===== src/rtl/pio_od_port.sv =====
// Avalon-MM PIO for open-drain bit-banged buses: output latch, drive enable, set/clear, synchronised readback.
// Optional edge capture + maskable irq is built only when PIO_OD_PORT_EDGE_IRQ_EN is defined.
module pio_od_port #(
   parameter int unsigned      WIDTH       = 8,
   parameter logic [WIDTH-1:0] RESET_VALUE = '0,
   parameter int unsigned      SYNC_STAGES = 2,
   parameter int unsigned      EDGE_TYPE   = 2
) (
   input  logic             clk,
   input  logic             reset,
   input  logic [2:0]       address,
   input  logic             chipselect,
   input  logic             write_n,
   input  logic [WIDTH-1:0] writedata,
   output logic [WIDTH-1:0] readdata,
   input  logic [WIDTH-1:0] in_port,
   output logic [WIDTH-1:0] out_port,
   output logic [WIDTH-1:0] oe_port,
   output logic             irq
);

   localparam logic [2:0] ADDR_DATA    = 3'd0;
   localparam logic [2:0] ADDR_DIR     = 3'd1;
   localparam logic [2:0] ADDR_IRQMASK = 3'd2;
   localparam logic [2:0] ADDR_EDGECAP = 3'd3;
   localparam logic [2:0] ADDR_OUTSET  = 3'd4;
   localparam logic [2:0] ADDR_OUTCLR  = 3'd5;

   logic             wr_en;
   logic [WIDTH-1:0] sync_pipe [SYNC_STAGES];
   logic [WIDTH-1:0] pin_sync;
   logic [WIDTH-1:0] irq_mask_q;
   logic [WIDTH-1:0] edge_cap_q;

   assign wr_en = chipselect & ~write_n;

   // Synchroniser resets to all ones so an idle-high bus never looks like it just fell.
   always_ff @(posedge clk) begin
      if (reset) begin
         for (int i = 0; i < SYNC_STAGES; i++) sync_pipe[i] <= '1;
      end else begin
         sync_pipe[0] <= in_port;
         for (int i = 1; i < SYNC_STAGES; i++) sync_pipe[i] <= sync_pipe[i-1];
      end
   end

   assign pin_sync = sync_pipe[SYNC_STAGES-1];

   always_ff @(posedge clk) begin
      if (reset) begin
         out_port <= RESET_VALUE;
         oe_port  <= '0;
      end else if (wr_en) begin
         case (address)
            ADDR_DATA:   out_port <= writedata;
            ADDR_DIR:    oe_port  <= writedata;
            ADDR_OUTSET: out_port <= out_port | writedata;
            ADDR_OUTCLR: out_port <= out_port & ~writedata;
            default:     ;
         endcase
      end
   end

`ifdef PIO_OD_PORT_EDGE_IRQ_EN
   logic [WIDTH-1:0] hist_q;
   logic [WIDTH-1:0] edge_det;
   logic [WIDTH-1:0] cap_clr;

   function automatic logic [WIDTH-1:0] detect_edge(input logic [WIDTH-1:0] cur,
                                                    input logic [WIDTH-1:0] prev);
      if (EDGE_TYPE == 0)      return cur & ~prev;
      else if (EDGE_TYPE == 1) return ~cur & prev;
      else                     return cur ^ prev;
   endfunction

   assign edge_det = detect_edge(pin_sync, hist_q);
   assign cap_clr  = (wr_en && address == ADDR_EDGECAP) ? writedata : '0;

   // A new edge overrides a write-1-clear landing on the same bit in the same cycle.
   always_ff @(posedge clk) begin
      if (reset) begin
         hist_q     <= '1;
         irq_mask_q <= '0;
         edge_cap_q <= '0;
      end else begin
         hist_q     <= pin_sync;
         edge_cap_q <= (edge_cap_q & ~cap_clr) | edge_det;
         if (wr_en && address == ADDR_IRQMASK) irq_mask_q <= writedata;
      end
   end

   assign irq = |(edge_cap_q & irq_mask_q);
`else
   logic unused_edge_type;

   assign unused_edge_type = (EDGE_TYPE > 2);
   assign irq_mask_q       = '0;
   assign edge_cap_q       = '0;
   assign irq              = 1'b0;
`endif

   always_comb begin
      readdata = '0;
      case (address)
         ADDR_DATA:    readdata = pin_sync;
         ADDR_DIR:     readdata = oe_port;
         ADDR_IRQMASK: readdata = irq_mask_q;
         ADDR_EDGECAP: readdata = edge_cap_q;
         default:      readdata = '0;
      endcase
   end

endmodule


===== config.mk =====
export PLATFORM = sky130hd
export DESIGN_NAME = pio_od_port
export DESIGN_NICKNAME = d
export VERILOG_FILES = /design/src/rtl/pio_od_port.sv
export SDC_FILE = /design/constraint.sdc
export NUM_CORES = 1
export LEC_CHECK = 0
export CORE_ASPECT_RATIO = 1.1
export CORE_MARGIN = 2
export CORE_UTILIZATION = 44
export CTS_CLUSTER_SIZE = 16
export DETAILED_ROUTE_END_ITERATION = 7
export HOLD_SLACK_MARGIN = 0.15
export PLACE_DENSITY = 0.79
export SLEW_MARGIN = 20
export SYNTH_ARGS = -nofsm -noshare
export SYNTH_HDL_FRONTEND = slang
export SYNTH_SLANG_ARGS = --single-unit

===== constraint.sdc =====
create_clock -name clk -period 1.35 [get_ports clk]
set_input_delay 0.2025 -clock clk [delete_from_list [all_inputs] [get_ports clk]]
set_output_delay 0.2025 -clock clk [all_outputs]
set_load 0.01 [all_outputs]

==> impl_metrics.py, run 1 <==
metrics = {
    "sta": {
        "fin_skew_ns": 0.00416,
        "fin_setup_tns_ns": 0,
        "fmax_ghz": 0.757,
        "finalCriticalPeriod_ns": 1.32,
        "hold_viol_final": 0,
        "slew_violations": 0,
        "fin_crit_sh_pct": 97.9,
        "fin_hold_ws_ns": 0.414,
        "setup_viol": 0,
    },
    "route": {
        "firstDrtPassIters": 4,
        "finalWirelength_um": 2890,
        "drt-vias-per-instance": 4.96,
        "drt-wirelength-per-cell_um": 13.4,
        "antenna_left": 0,
        "drc": 0,
        "initialDrtViolationCount": 32,
        "vias": 1066,
    },
    "worst_hold_path": {
        "min_path_type": "input port to flip-flop",
    },
    "die": {
        "die_x_um": 56.7,
        "die_area_um2": 3510,
        "die_y_um": 62.0,
        "start_util_pct": 45.3,
        "core_area_um2": 2970,
        "rows": 21,
        "io_pins": 48,
    },
    "synthesis": {
        "ys_seq_elements": 32,
        "netlist_area_um2": 1340,
        "ys_warn_count": 0,
        "synth.avg_cell_area_um2": 11.2,
        "yosysUniqueCellTypes": 18,
        "syn_nets": 143,
        "yosysSeqAreaShare_pct": 47.7,
        "synth_cells": 120,
    },
    "grt": {
        "gr-total-overflow": 0,
        "grt_pass1_wl_um": 4820,
        "grt_usage_pct": 18.4,
        "grt_antenna_before_repair": 0,
        "grt_pass1_vias": 1028,
        "grt_max_degree": 20,
    },
    "setup_path": {
        "startpoint_type": "input port",
        "criticalPathCategory": "input port to flip-flop",
        "worstPathCellList": "clkdlybuf4s50_1 -> or3b_4 -> nor3_4 -> buf_6 -> a221o_1",
        "cp.required_ns": 1.64,
        "critical_path.max_fanout": 8,
        "cpPeakStageDelay_ns": 0.48,
        "slowest_stage": "clkdlybuf4s50_1",
        "endpoint_kind": "flip-flop",
        "critPathBufInv": 2,
        "critical_path.top_delay_family": "buffers and inverters",
        "arrival_ns": 1.61,
    },
    "clocking": {
        "numCtsBuffers": 5,
        "clkTransAtPathRegs_ns": 0.09,
        "clock-root-buffer": "clkbuf_4",
        "h-tree-depth": 2,
        "cts_tree": "yes",
        "clock_path_buffers": 2,
        "cts.sinks": 32,
        "insertion_delay_ns": 0.33,
    },
    "place": {
        "gp_congestion": 0.776,
        "dpl.hpwl_um": 2050,
        "portBuffers": 46,
    },
    "finish": {
        "drive_gt1_share_pct": 33.7,
        "fin_nets": 203,
        "area_growth_pct": 45.3,
        "diodes": 0,
        "final_common_cell": "dfxtp_1",
        "layout_common_cells": "29 x dfxtp_1, 19 x clkdlybuf4s50_1, 18 x dlygate4sd2_1",
    },
    "power_and_ir_drop": {
        "vdd_drop_max_v": 0.000826,
        "p_leak_nw": 0.855,
        "p_per_area_nw_per_um2": 933,
    },
    "status": {
        "status": "complete, no violations",
    },
    "run": {
        "drv_cap": 0,
    },
}
[metrics by stage]
stage	instance area [um^2]	utilization (%)	std cells	total power [mW]	setup slack, ns
after floorplan	1340	-	120	1.12	0.192
after global placement	1870	63.0	200	1.26	-0.541
after detailed placement	1870	63.0	200	1.26	-0.525
after CTS	1930	65.1	214	1.83	0.00271
after global routing	1950	65.7	215	1.91	-0.00297
final	1950	65.7	215	1.82	0.0284
[final timing paths]
path | startpoint | depth (start not counted) | end | slack, ns
setup reg to reg | out_port[0]$_SDFFE_PP0P_ | 2 | out_port[0]$_SDFFE_PP0P_ | 0.49
setup / recovery | chipselect | 5 | out_port[0]$_SDFFE_PP0P_ | 0.03
hold reg to reg | sync_pipe[0][2]$_SDFF_PP1_ | 1 | sync_pipe[0][10]$_SDFF_PP1_ | 0.41
hold / removal | in_port[2] | 2 | sync_pipe[0][2]$_SDFF_PP1_ | 0.41
[flip-flops by register name, summed over array words and instances, names as in the netlist]
| signal | count |
|---|---|
| sync_pipe | 16 |
| oe_port | 8 |
| out_port | 8 |
[layer usage]
| layer | part of all wire, % | wire length, um | track usage (%) | vias to the layer above |
|---|---|---|---|---|
| met1 | 41 | 1180 | 20.6 | 497 |
| met2 | 51 | 1460 | 32.1 | 36 |
| met4 | 1.2 | 36 | 6.12 | 0 |
| li1 | - | - | - | 528 |
| met5 | 0 | 0 | 0 | - |
| met3 | 7.1 | 206 | 7.87 | 5 |
[cell usage after synthesis]
cell type	count	share of area, %
dfxtp_1	32	48
mux2i_1	16	12
nand2b_1	16	7.4
or2_2	10	4.7
nor2_1	9	2.5
a221o_1	8	6.0
nor3b_2	8	7.4
or2_1	7	3.3
clkbuf_1	4	1.1
buf_4	2	1.1
a31oi_2	1	0.93
buf_6	1	0.84
conb_1	1	0.28
nand2b_2	1	0.65
nor2_8	1	1.5
nor3_4	1	1.2
or3b_1	1	0.65
or3b_4	1	0.84
[cell type report]
type	count	area [um^2]
repair buffers	60	519
clock inverters	2	10.0
multi-input cells	81	684
clock buffers	6	51.3
flip-flops and latches	32	644
well taps	34	42.5
fillers	253	1020
[worst reg2reg max path, delay by kind of cell, from the launching register on]
family          cells  cell delay, ns
flops               1            0.34
compound gates      1            0.26
simple gates        1            0.16
[cell families after synthesis]
group / Yosys count / synth area share [%]
muxes: 16 / 11.9
other: 1 / 0.279
buffers and inverters: 7 / 3.07
and+or+nand+nor: 55 / 30.2
AOI/OAI and AO/OA: 9 / 6.89
DFF: 32 / 47.7
[where the power goes]
part           switching [mW]  internal [mW]
logic                   0.107          0.151
clock network           0.329          0.247
registers              0.0111          0.975
[what timing repair did]
item / CTS / global route
buffers inserted: 6 / 1
pin swaps: 5 / 3
gates resized for setup: 51 / 9
hold buffers: 0 / 0
endpoints found under the setup margin: 37 / 13
hold endpoints to repair: 0 / 0
Power figures use the tool's default switching activity.
==> run 2, diff against run 1 <==
- REMOVE_ABC_BUFFERS: unset -> 1
- SLEW_MARGIN: 20 -> unset
==> run 2 against run 1 <==
  * Combinational power grew 8.9%
  * Non-clock buffer count decreased by 2
  * Wire length grew 6.9%
  * Clock skew decreased by 0.0038 ns
  * Highest routed layer unchanged
  * Die area is the same
==> impl_metrics.py, run 2 (synthesis gave the netlist of run 1 again) <==
metrics = {
    "sta": {
        "slew_violations": 0,
        "hold_viol_final": 0,
        "fmax_ghz": 0.762,
        "fin_skew_ns": 0.000376,
        "setup_viol": 0,
        "setup_slack_ns": 0.0369,
        "finalCriticalPeriod_ns": 1.31,
        "fin_crit_sh_pct": 97.3,
    },
    "power_and_ir_drop": {
        "switchingPower_uw": 435,
        "p_sw_share_pct": 24.6,
        "internal-power_mw": 1.33,
        "p_comb_share_pct": 15.9,
        "p_leak_nw": 0.856,
        "p_total_mw": 1.77,
        "vdd_drop_max_v": 0.000620,
        "p_per_area_nw_per_um2": 884,
        "p_seq_share_pct": 55.9,
        "clockPowerShare_pct": 28.2,
    },
    "finish": {
        "final_common_cell": "dfxtp_1",
        "biggestRegsByFlops": "sync_pipe x16, oe_port x8, out_port x8",
        "regMostFlops": "sync_pipe",
        "area_growth_pct": 48.9,
        "final_cells": 212,
        "drive_gt1_share_pct": 35.4,
        "fin_nets": 201,
        "diodes": 0,
        "layout_common_cells": "30 x dfxtp_1, 19 x clkdlybuf4s50_1, 18 x dlygate4sd2_1",
        "largest_register_ffs": 16,
    },
    "clocking": {
        "h-tree-depth": 2,
        "cts.sinks": 32,
        "numCtsBuffers": 5,
        "clock_path_buffers": 2,
        "clock-root-buffer": "clkbuf_4",
        "cts_tree": "yes",
        "ctsHoldBuffers": 0,
        "insertion_delay_ns": 0.32,
        "clkTransAtPathRegs_ns": 0.10,
    },
    "grt": {
        "grt_pass1_vias": 1032,
        "grt_antenna_before_repair": 0,
        "grt_pass1_wl_um": 4730,
        "gr-total-overflow": 0,
        "grt_usage_pct": 18.3,
        "grt_max_degree": 21,
    },
    "route": {
        "initialDrtViolationCount": 14,
        "drt-vias-per-instance": 5.01,
        "finalWirelength_um": 3090,
        "drc": 0,
        "drt-wirelength-per-cell_um": 14.6,
        "route.met3.wl_um": 220,
        "vias": 1063,
        "wl_met2_um": 1530,
        "wl_met1_um": 1280,
        "routed.top_layer": "met4",
        "antenna_left": 0,
        "firstDrtPassIters": 4,
    },
    "setup_path": {
        "r2r_setup_slack_ns": 0.49,
        "critical_path.top_delay_family": "flip-flops",
        "arrival_ns": 1.11,
        "critPathBufInv": 1,
        "cpPeakStageDelay_ns": 0.34,
        "criticalPathCategory": "flip-flop to output pin",
        "cp.required_ns": 1.15,
        "slowest_stage": "dfxtp_1",
        "critical_path.max_fanout": 3,
        "endpoint_kind": "output pin",
        "worstPathCellList": "mux2i_2 -> nor2_4 -> buf_2",
        "startpoint_type": "flip-flop",
    },
    "die": {
        "rows": 21,
        "die_x_um": 56.7,
        "core_area_um2": 2970,
        "die_y_um": 62.0,
        "die_area_um2": 3510,
        "io_pins": 48,
        "start_util_pct": 45.3,
    },
    "place": {
        "dpl.hpwl_um": 2080,
        "gp_congestion": 0.804,
        "portBuffers": 46,
        "pre_cts_ws_ns": -0.604,
        "numPlacedInstances": 200,
    },
    "run": {
        "drv_cap": 0,
    },
    "status": {
        "status": "complete, no violations",
    },
    "worst_hold_path": {
        "min_path_type": "flip-flop to flip-flop",
    },
}
-- run 2: final cells by class --
type	instances	area [um^2]
multi-input combinational	81	726
clock buffer	6	41.3
fill	251	968
tap	34	42.5
sequential	32	643
clock inverter	1	5.00
timing repair buffer	58	543
-- run 2: path summary, 6_finish.rpt --
kind / end / depth (start not counted) / startpoint
min: sync_pipe[0][9]$_SDFF_PP1_ / 1 / sync_pipe[0][1]$_SDFF_PP1_
max: readdata[6] / 3 / oe_port[6]$_SDFFE_PP0P_
min reg2reg: sync_pipe[0][9]$_SDFF_PP1_ / 1 / sync_pipe[0][1]$_SDFF_PP1_
max reg2reg: out_port[0]$_SDFFE_PP0P_ / 2 / out_port[0]$_SDFFE_PP0P_
-- run 2: through the flow --
| stage | hold slack [ns] | utilization (%) | setup TNS (ns) | cell area, um^2 |
|---|---|---|---|---|
| finish | 0.414 | 67.4 | 0 | 2000 |
| global route | 0.401 | 67.4 | -0.0316 | 2000 |
| CTS | 0.413 | 67.0 | 0 | 1990 |
| detailed placement | 0.395 | 63.4 | -10.89 | 1880 |
| global placement | 0.390 | 63.4 | -10.29 | 1880 |
| floorplan | 0.300 | - | 0 | 1300 |
-- run 2: per-layer routing --
metal | global-route usage, % | up-vias
met4 | 8.84 | 0
met3 | 7.87 | 6
met5 | 0 | -
met1 | 19.7 | 491
li1 | - | 522
met2 | 31.6 | 44
-- run 2: what timing repair did --
action / 4_1_cts / 5_1_grt
cloned: 1 / 0
buffers inserted: 3 / 1
pin swaps: 6 / 1
gates resized for setup: 69 / 5
endpoints found under the setup margin: 31 / 11
-- run 2: power by group through the flow --
stage	clock (mW)	combinational [mW]	sequential, mW
after floorplan	0	0.0884	1.01
after global placement	0	0.255	1.01
after detailed placement	0	0.258	1.01
after CTS	0.519	0.278	0.987
after global routing	0.560	0.302	0.991
final	0.498	0.282	0.987
